===== src/rtl/cache_line_arbiter_if.sv =====
// Bundles both cache line-miss ports and the shared 64-bit burst memory port.
// Latency: none; this file only declares wires.
// Backpressure: memory stalls via mem_resp; caches hold their request until resp.
interface cache_line_arbiter_if;
  // I-cache line-miss port
  logic         i_read;
  logic [31:0]  i_addr;
  logic [255:0] i_rdata;
  logic         i_resp;
  // D-cache line-miss port
  logic         d_read;
  logic         d_write;
  logic [31:0]  d_addr;
  logic [255:0] d_wdata;
  logic [255:0] d_rdata;
  logic         d_resp;
  // Shared burst memory port
  logic         mem_read;
  logic         mem_write;
  logic [31:0]  mem_addr;
  logic [63:0]  mem_wdata;
  logic [63:0]  mem_rdata;
  logic         mem_resp;

  // Arbiter side: consumes cache requests and memory beats, drives the rest.
  modport master (
    input  i_read, i_addr, d_read, d_write, d_addr, d_wdata, mem_rdata, mem_resp,
    output i_rdata, i_resp, d_rdata, d_resp, mem_read, mem_write, mem_addr, mem_wdata
  );

  // Environment side: the two caches plus physical memory.
  modport slave (
    output i_read, i_addr, d_read, d_write, d_addr, d_wdata, mem_rdata, mem_resp,
    input  i_rdata, i_resp, d_rdata, d_resp, mem_read, mem_write, mem_addr, mem_wdata
  );
endinterface


===== src/rtl/cache_line_arbiter.sv =====
// Arbitrates I-cache and D-cache line misses onto one 64-bit, 4-beat burst memory port.
// Latency: grant at the first IDLE edge, 4 beats, then a 1-cycle resp (6 cycles with no stalls).
// Backpressure: mem_resp=0 freezes the burst; a losing requester waits for the next IDLE cycle.
module cache_line_arbiter (
  input  logic                  clk,
  input  logic                  rst,
  cache_line_arbiter_if.master  bus
);

  typedef enum logic [2:0] {
    IDLE = 3'd0,
    I_RD = 3'd1,
    D_RD = 3'd2,
    D_WR = 3'd3,
    DONE = 3'd4
  } state_t;

  state_t       state;
  logic [1:0]   beat;       // index of the beat currently on the memory port
  logic [255:0] line_buf;   // writeback source / fill destination
  logic [31:0]  addr_q;     // line-aligned address of the active burst
  logic         last_d;     // 1 when the D-cache won the most recent grant
  logic         gnt_d;      // side owning the current transfer (1 = D)
  logic         mem_read_q;
  logic         mem_write_q;
  logic         i_resp_q;
  logic         d_resp_q;

  logic i_req;
  logic d_req;
  logic pick_d;

  // Round-robin on a tie: the side not granted last time wins.
  assign i_req  = bus.i_read;
  assign d_req  = bus.d_read | bus.d_write;
  assign pick_d = d_req & (~i_req | ~last_d);

  // Main FSM: grant, burst sequencing, line buffer and registered port controls.
  always_ff @(posedge clk or negedge rst) begin
    if (!rst) begin
      state       <= IDLE;
      beat        <= 2'd0;
      line_buf    <= '0;
      addr_q      <= '0;
      last_d      <= 1'b1;
      gnt_d       <= 1'b0;
      mem_read_q  <= 1'b0;
      mem_write_q <= 1'b0;
      i_resp_q    <= 1'b0;
      d_resp_q    <= 1'b0;
    end else begin
      case (state)
        IDLE: begin
          i_resp_q <= 1'b0;
          d_resp_q <= 1'b0;
          if (i_req || d_req) begin
            beat   <= 2'd0;
            last_d <= pick_d;
            gnt_d  <= pick_d;
            if (pick_d) begin
              addr_q <= {bus.d_addr[31:5], 5'b0};
              // A write wins over a simultaneous read from the same cache.
              if (bus.d_write) begin
                line_buf    <= bus.d_wdata;
                mem_write_q <= 1'b1;
                state       <= D_WR;
              end else begin
                mem_read_q <= 1'b1;
                state      <= D_RD;
              end
            end else begin
              addr_q     <= {bus.i_addr[31:5], 5'b0};
              mem_read_q <= 1'b1;
              state      <= I_RD;
            end
          end
        end

        I_RD, D_RD: begin
          if (bus.mem_resp) begin
            line_buf[{beat, 6'd0} +: 64] <= bus.mem_rdata;
            if (beat == 2'd3) begin
              beat       <= 2'd0;
              mem_read_q <= 1'b0;
              i_resp_q   <= ~gnt_d;
              d_resp_q   <= gnt_d;
              state      <= DONE;
            end else begin
              beat <= beat + 2'd1;
            end
          end
        end

        D_WR: begin
          if (bus.mem_resp) begin
            if (beat == 2'd3) begin
              beat        <= 2'd0;
              mem_write_q <= 1'b0;
              i_resp_q    <= 1'b0;
              d_resp_q    <= 1'b1;
              state       <= DONE;
            end else begin
              beat <= beat + 2'd1;
            end
          end
        end

        DONE: begin
          // Resp has been visible for exactly this cycle; requester drops next.
          i_resp_q <= 1'b0;
          d_resp_q <= 1'b0;
          state    <= IDLE;
        end

        default: begin
          mem_read_q  <= 1'b0;
          mem_write_q <= 1'b0;
          i_resp_q    <= 1'b0;
          d_resp_q    <= 1'b0;
          state       <= IDLE;
        end
      endcase
    end
  end

  // Every output is a pure decode of registered state; no input-to-output path.
  assign bus.mem_read  = mem_read_q;
  assign bus.mem_write = mem_write_q;
  assign bus.mem_addr  = addr_q;
  assign bus.mem_wdata = mem_write_q ? line_buf[{beat, 6'd0} +: 64] : 64'd0;
  assign bus.i_resp    = i_resp_q;
  assign bus.d_resp    = d_resp_q;
  assign bus.i_rdata   = line_buf;
  assign bus.d_rdata   = line_buf;

endmodule


===== src/flat_wrapper.sv =====
// flat-port wrapper written by rule: the top's interface ports become plain ports
module cache_line_arbiter_flat 
  (clk, rst, bus_i_read, bus_i_addr, bus_d_read, bus_d_write, bus_d_addr, bus_d_wdata, bus_mem_rdata, bus_mem_resp, bus_i_rdata, bus_i_resp, bus_d_rdata, bus_d_resp, bus_mem_read, bus_mem_write, bus_mem_addr, bus_mem_wdata);
  cache_line_arbiter_if bus_i ();
  input  logic clk;
  input  logic rst;
  input wire logic [$bits(bus_i.i_read)-1:0] bus_i_read;
  input wire logic [$bits(bus_i.i_addr)-1:0] bus_i_addr;
  input wire logic [$bits(bus_i.d_read)-1:0] bus_d_read;
  input wire logic [$bits(bus_i.d_write)-1:0] bus_d_write;
  input wire logic [$bits(bus_i.d_addr)-1:0] bus_d_addr;
  input wire logic [$bits(bus_i.d_wdata)-1:0] bus_d_wdata;
  input wire logic [$bits(bus_i.mem_rdata)-1:0] bus_mem_rdata;
  input wire logic [$bits(bus_i.mem_resp)-1:0] bus_mem_resp;
  output wire logic [$bits(bus_i.i_rdata)-1:0] bus_i_rdata;
  output wire logic [$bits(bus_i.i_resp)-1:0] bus_i_resp;
  output wire logic [$bits(bus_i.d_rdata)-1:0] bus_d_rdata;
  output wire logic [$bits(bus_i.d_resp)-1:0] bus_d_resp;
  output wire logic [$bits(bus_i.mem_read)-1:0] bus_mem_read;
  output wire logic [$bits(bus_i.mem_write)-1:0] bus_mem_write;
  output wire logic [$bits(bus_i.mem_addr)-1:0] bus_mem_addr;
  output wire logic [$bits(bus_i.mem_wdata)-1:0] bus_mem_wdata;
  assign bus_i.i_read = bus_i_read;
  assign bus_i.i_addr = bus_i_addr;
  assign bus_i.d_read = bus_d_read;
  assign bus_i.d_write = bus_d_write;
  assign bus_i.d_addr = bus_d_addr;
  assign bus_i.d_wdata = bus_d_wdata;
  assign bus_i.mem_rdata = bus_mem_rdata;
  assign bus_i.mem_resp = bus_mem_resp;
  assign bus_i_rdata = bus_i.i_rdata;
  assign bus_i_resp = bus_i.i_resp;
  assign bus_d_rdata = bus_i.d_rdata;
  assign bus_d_resp = bus_i.d_resp;
  assign bus_mem_read = bus_i.mem_read;
  assign bus_mem_write = bus_i.mem_write;
  assign bus_mem_addr = bus_i.mem_addr;
  assign bus_mem_wdata = bus_i.mem_wdata;
  cache_line_arbiter u_core (.clk(clk), .rst(rst), .bus(bus_i));
endmodule

===== config.mk =====
export PLATFORM = sky130hd
export DESIGN_NAME = cache_line_arbiter_flat
export DESIGN_NICKNAME = d
export VERILOG_FILES = /design/src/rtl/cache_line_arbiter_if.sv /design/src/rtl/cache_line_arbiter.sv /design/src/flat_wrapper.sv
export SDC_FILE = /design/constraint.sdc
export NUM_CORES = 1
export LEC_CHECK = 0
export ABC_AREA = 1
export CAP_MARGIN = 10
export CORE_AREA = 2 2 390 392
export CTS_BUF_LIST = sky130_fd_sc_hd__clkbuf_16
export DETAILED_ROUTE_END_ITERATION = 7
export DIE_AREA = 0 0 392 394
export PLACE_DENSITY_LB_ADDON = 0.1
export SLEW_MARGIN = 5
export SYNTH_ARGS = -nofsm -noshare
export SYNTH_HDL_FRONTEND = slang
export SYNTH_SLANG_ARGS = --single-unit
export TNS_END_PERCENT = 1

===== constraint.sdc =====
create_clock -name clk -period 2.21 [get_ports clk]
set_clock_uncertainty 0.1 [all_clocks]
set_input_delay 0.5525 -clock clk [delete_from_list [all_inputs] [get_ports clk]]
set_output_delay 0.5525 -clock clk [all_outputs]
set_load 0.03 [all_outputs]

==> results <==
worst max-delay path: stages (launching register included):
cell	delay [ps]
sky130_fd_sc_hd__dfrtp_4	510
sky130_fd_sc_hd__buf_12	160
sky130_fd_sc_hd__inv_16	70
sky130_fd_sc_hd__buf_16	150
sky130_fd_sc_hd__buf_12	160
sky130_fd_sc_hd__buf_8	120
sky130_fd_sc_hd__o21ai_1	90
sky130_fd_sc_hd__a21oi_2	160
sky130_fd_sc_hd__buf_6	170
cells by family (layout without fill, tap and decap cells):
family | after synthesis | in the layout | share of synthesized area
AND/OR/NAND/NOR | 2170 | 2170 | 0.4184
buffers and inverters | 576 | 1453 | 0.1612
flip-flops | 294 | 294 | 0.3550
AO/OA/AOI/OAI | 256 | 256 | 0.06212
adder cells (fa/ha/maj) | 5 | 5 | 0.003018
other | 1 | 15 | 0.0001809
synthesized netlist by cell type:
master / count
sky130_fd_sc_hd__nand3_1: 332
sky130_fd_sc_hd__o31ai_1: 1
sky130_fd_sc_hd__a22o_1: 1
sky130_fd_sc_hd__nor2_4: 4
sky130_fd_sc_hd__nand2_4: 1
sky130_fd_sc_hd__nand3_4: 4
sky130_fd_sc_hd__inv_1: 83
sky130_fd_sc_hd__buf_2: 152
sky130_fd_sc_hd__a21oi_1: 119
sky130_fd_sc_hd__nand3b_1: 1
sky130_fd_sc_hd__nor2_2: 2
sky130_fd_sc_hd__inv_4: 1
sky130_fd_sc_hd__buf_1: 8
sky130_fd_sc_hd__clkbuf_1: 63
sky130_fd_sc_hd__nand2_1: 1336
sky130_fd_sc_hd__ha_1: 5
sky130_fd_sc_hd__clkinv_1: 3
sky130_fd_sc_hd__o21ai_0: 135
sky130_fd_sc_hd__buf_4: 263
sky130_fd_sc_hd__dfrtp_1: 293
sky130_fd_sc_hd__nand4_1: 4
sky130_fd_sc_hd__inv_2: 3
sky130_fd_sc_hd__conb_1: 1
sky130_fd_sc_hd__dfstp_2: 1
sky130_fd_sc_hd__nor2_1: 486
repair_timing:
item	CTS	global route
endpoints found under the hold margin	151	0
buffers inserted	25	0
cloned	6	1
endpoints found under the setup margin	762	589
hold buffers	1	0
gates resized for setup	947	356
pin swaps	28	30
layout make-up:
class | instances | area [um2] | area share
Sequential cell | 294 | 7407 | 0.2007
Inverter | 90 | 376.6 | 0.01020
Timing Repair Buffer | 1278 | 14470 | 0.3920
Clock buffer | 47 | 1176 | 0.03186
Antenna cell | 10 | 25.02 | 0.0006779
Multi-Input combinational cell | 2436 | 10680 | 0.2893
Tap cell | 2030 | 2540 | 0.06881
Clock inverter | 38 | 239.0 | 0.006474
state kept, by name, indices dropped and copies added (netlist names):
signal,count
u_core.gnt_d,1
u_core.state,3
u_core.bus.mem_read,1
u_core.bus.mem_write,1
u_core.bus.d_rdata,256
u_core.last_d,1
u_core.bus.i_resp,1
u_core.bus.d_resp,1
u_core.beat,2
u_core.bus.mem_addr,27
worst paths after layout:
check	cells after the start	slack, ps	end
hold reg to reg	2	360	u_core.last_d
setup reg to reg	12	-170	u_core.bus.d_rdata[68]
setup / recovery	8	-680	bus_mem_wdata[27]
hold / removal	2	280	u_core.bus.d_rdata[95]
max in group asynchronous	4	900	u_core.bus.d_rdata[61]
min in group clk	2	360	u_core.last_d
per-stage QoR:
step	worst slack, ps	hold slack, ps	util	std cells
2_1_floorplan	-59.43	156.9	-	3306
3_3_place_gp	-335.1	285.6	0.2215	6096
3_5_place_dp	-368.2	283.5	0.2215	6096
4_1_cts	-762.7	222.3	0.2395	6213
5_1_grt	-784.1	252.1	0.2450	6219
6_report	-682.5	277.6	0.2450	6223
power by group through the flow:
| stage | Sequential (uW) | Clock, uW | Combinational [uW] |
|---|---|---|---|
| after CTS | 11300 | 7600 | 49000 |
| after detailed placement | 11300 | 0 | 47100 |
| after floorplan | 13500 | 0 | 21900 |
| final | 11200 | 7270 | 48300 |
| after global routing | 11400 | 7770 | 51500 |
| after global placement | 11300 | 0 | 47300 |
per-layer routing:
metal  part of all wire  up-vias
met4              0.021       22
met5            0.00098        -
met2               0.49      854
met1               0.43    12182
met3              0.057      160
li1                   -    11778
==> run_summary.xml <==
<?xml version="1.0" encoding="UTF-8"?>
<metrics>
  <group name="critical_path">
    <metric name="path_max_fanout" unit="">6</metric>
    <metric name="path_class" unit="">register to output port</metric>
    <metric name="cp_capture_type" unit="">output port</metric>
    <metric name="worst-endpoint-arrival" unit="ps">2240</metric>
    <metric name="crit_path_start_kind" unit="">register</metric>
    <metric name="crit_required" unit="ps">1560</metric>
    <metric name="r2r-start" unit="">u_core.beat[0]</metric>
    <metric name="crit_start" unit="">u_core.beat[0]</metric>
  </group>
  <group name="placement">
    <metric name="routabilityCongestion" unit="">0.8252</metric>
    <metric name="placedInstanceArea" unit="um2">33360</metric>
    <metric name="io_buffer_count" unit="">986</metric>
    <metric name="place.detailed.hpwl" unit="mm">113.1</metric>
  </group>
  <group name="yosys">
    <metric name="synth.ff_latch_count" unit="">294</metric>
    <metric name="synth_warnings" unit="">0</metric>
    <metric name="post_synth.cell_area_avg" unit="um2">6.277</metric>
    <metric name="seq_area_frac_synth" unit="">0.3550</metric>
    <metric name="synth_largest_type_area_fraction" unit="">0.3538</metric>
    <metric name="synth_area" unit="um2">20730</metric>
    <metric name="synth_cell_type_count" unit="">25</metric>
    <metric name="synth_top_cell_by_area" unit="">sky130_fd_sc_hd__dfrtp_1</metric>
    <metric name="syn-instance-count" unit="">3302</metric>
    <metric name="synth.area.top_cells" unit="">sky130_fd_sc_hd__dfrtp_1 (35%), sky130_fd_sc_hd__nand2_1 (24%), sky130_fd_sc_hd__buf_4 (9.5%)</metric>
  </group>
  <group name="route">
    <metric name="drt-vias-per-instance" unit="">4.017</metric>
    <metric name="drc" unit="">0</metric>
    <metric name="detail_route_antenna_nets" unit="">0</metric>
    <metric name="count_of_tritonroute_iterations_in_the_first_routing_pass" unit="">5</metric>
    <metric name="vias" unit="">24996</metric>
    <metric name="wl_per_cell" unit="um">24.62</metric>
    <metric name="postRouteWirelength" unit="mm">153.2</metric>
    <metric name="first_iter_violations" unit="">1563</metric>
  </group>
  <group name="job">
    <metric name="drv_cap" unit="">0</metric>
  </group>
  <group name="timing">
    <metric name="clock.fmax" unit="MHz">345.7</metric>
    <metric name="finalHoldViolCount" unit="">0</metric>
    <metric name="period_needed" unit="ps">2893</metric>
    <metric name="slew_violations" unit="">0</metric>
    <metric name="report.final.setup_viol" unit="">204</metric>
    <metric name="grt_setup_unrepaired" unit="">yes</metric>
    <metric name="period_share" unit="">1.309</metric>
    <metric name="timing.setup.tns" unit="ps">-45980</metric>
    <metric name="finalWorstSetupSlack" unit="ps">-682.5</metric>
  </group>
  <group name="layout">
    <metric name="layout.cells.most_common" unit="">sky130_fd_sc_hd__nand2_1</metric>
    <metric name="nets" unit="">4541</metric>
    <metric name="fillCellCount" unit="">16990</metric>
    <metric name="layout-drive-gt1-share" unit="">0.1991</metric>
    <metric name="mostFrequentLayoutCells" unit="">sky130_fd_sc_hd__nand2_1 (1312), sky130_fd_sc_hd__nor2_1 (441), sky130_fd_sc_hd__clkdlybuf4s50_1 (378)</metric>
    <metric name="finish.instance_area" unit="um2">36910</metric>
    <metric name="flow.area_growth_from_synthesis" unit="%">78.10</metric>
  </group>
  <group name="clock_network">
    <metric name="htree_num_levels" unit="">2</metric>
    <metric name="cts_tree" unit="">done</metric>
    <metric name="worstSkewPairLatency" unit="ps">600</metric>
    <metric name="clock-sinks" unit="">294</metric>
    <metric name="cts_inserted_buffers" unit="">46</metric>
    <metric name="ctsRootBufferMaster" unit="">sky130_fd_sc_hd__clkbuf_16</metric>
    <metric name="cts_buffer_depth" unit="">3</metric>
    <metric name="clkTransAtPathRegs" unit="ps">60</metric>
  </group>
  <group name="power">
    <metric name="p_comb_frac" unit="">0.723</metric>
    <metric name="pwr-share-seq" unit="">0.168</metric>
    <metric name="report.power.total" unit="uW">66750</metric>
    <metric name="switching_share" unit="">0.5623</metric>
    <metric name="vdd_ir_drop_max" unit="mV">0.8012</metric>
    <metric name="internal_power_of_the_cells" unit="uW">29220</metric>
    <metric name="power_density" unit="nW/um2">1808</metric>
    <metric name="net-switching-power" unit="uW">37540</metric>
    <metric name="clockPowerShare" unit="">0.109</metric>
    <metric name="total_leakage_power" unit="uW">0.02007</metric>
  </group>
  <group name="min_path">
    <metric name="hold_path.class" unit="">input pin to async pin</metric>
  </group>
  <group name="floorplanning">
    <metric name="initial_core_util" unit="">0.1376</metric>
    <metric name="dieArea" unit="um2">154400</metric>
    <metric name="design.portCount" unit="">1002</metric>
    <metric name="die_y" unit="um">394</metric>
    <metric name="die_width" unit="um">392</metric>
    <metric name="rows" unit="">143</metric>
    <metric name="core_area" unit="um2">150700</metric>
  </group>
  <group name="grt">
    <metric name="groute.layer.met2.usage" unit="">0.3348</metric>
    <metric name="met3_track_demand_over_resource_in_global_routing" unit="">0.03616</metric>
    <metric name="number_of_global_route_vias_before_repair" unit="">25444</metric>
    <metric name="overflow" unit="">0</metric>
    <metric name="grt_max_degree" unit="">64</metric>
    <metric name="grt-busiest-layer" unit="">met2</metric>
    <metric name="grt_use_total" unit="">0.1920</metric>
    <metric name="grt_antenna_before_repair" unit="">26</metric>
    <metric name="grt_use_met1" unit="">0.2422</metric>
    <metric name="grt_first_pass_wirelength" unit="mm">209.7</metric>
  </group>
  <group name="outcome">
    <metric name="failing_checks" unit="">setup timing</metric>
    <metric name="result_of_the_run" unit="">complete, but fails checks</metric>
  </group>
</metrics>
(Power assumes the default switching activity.)
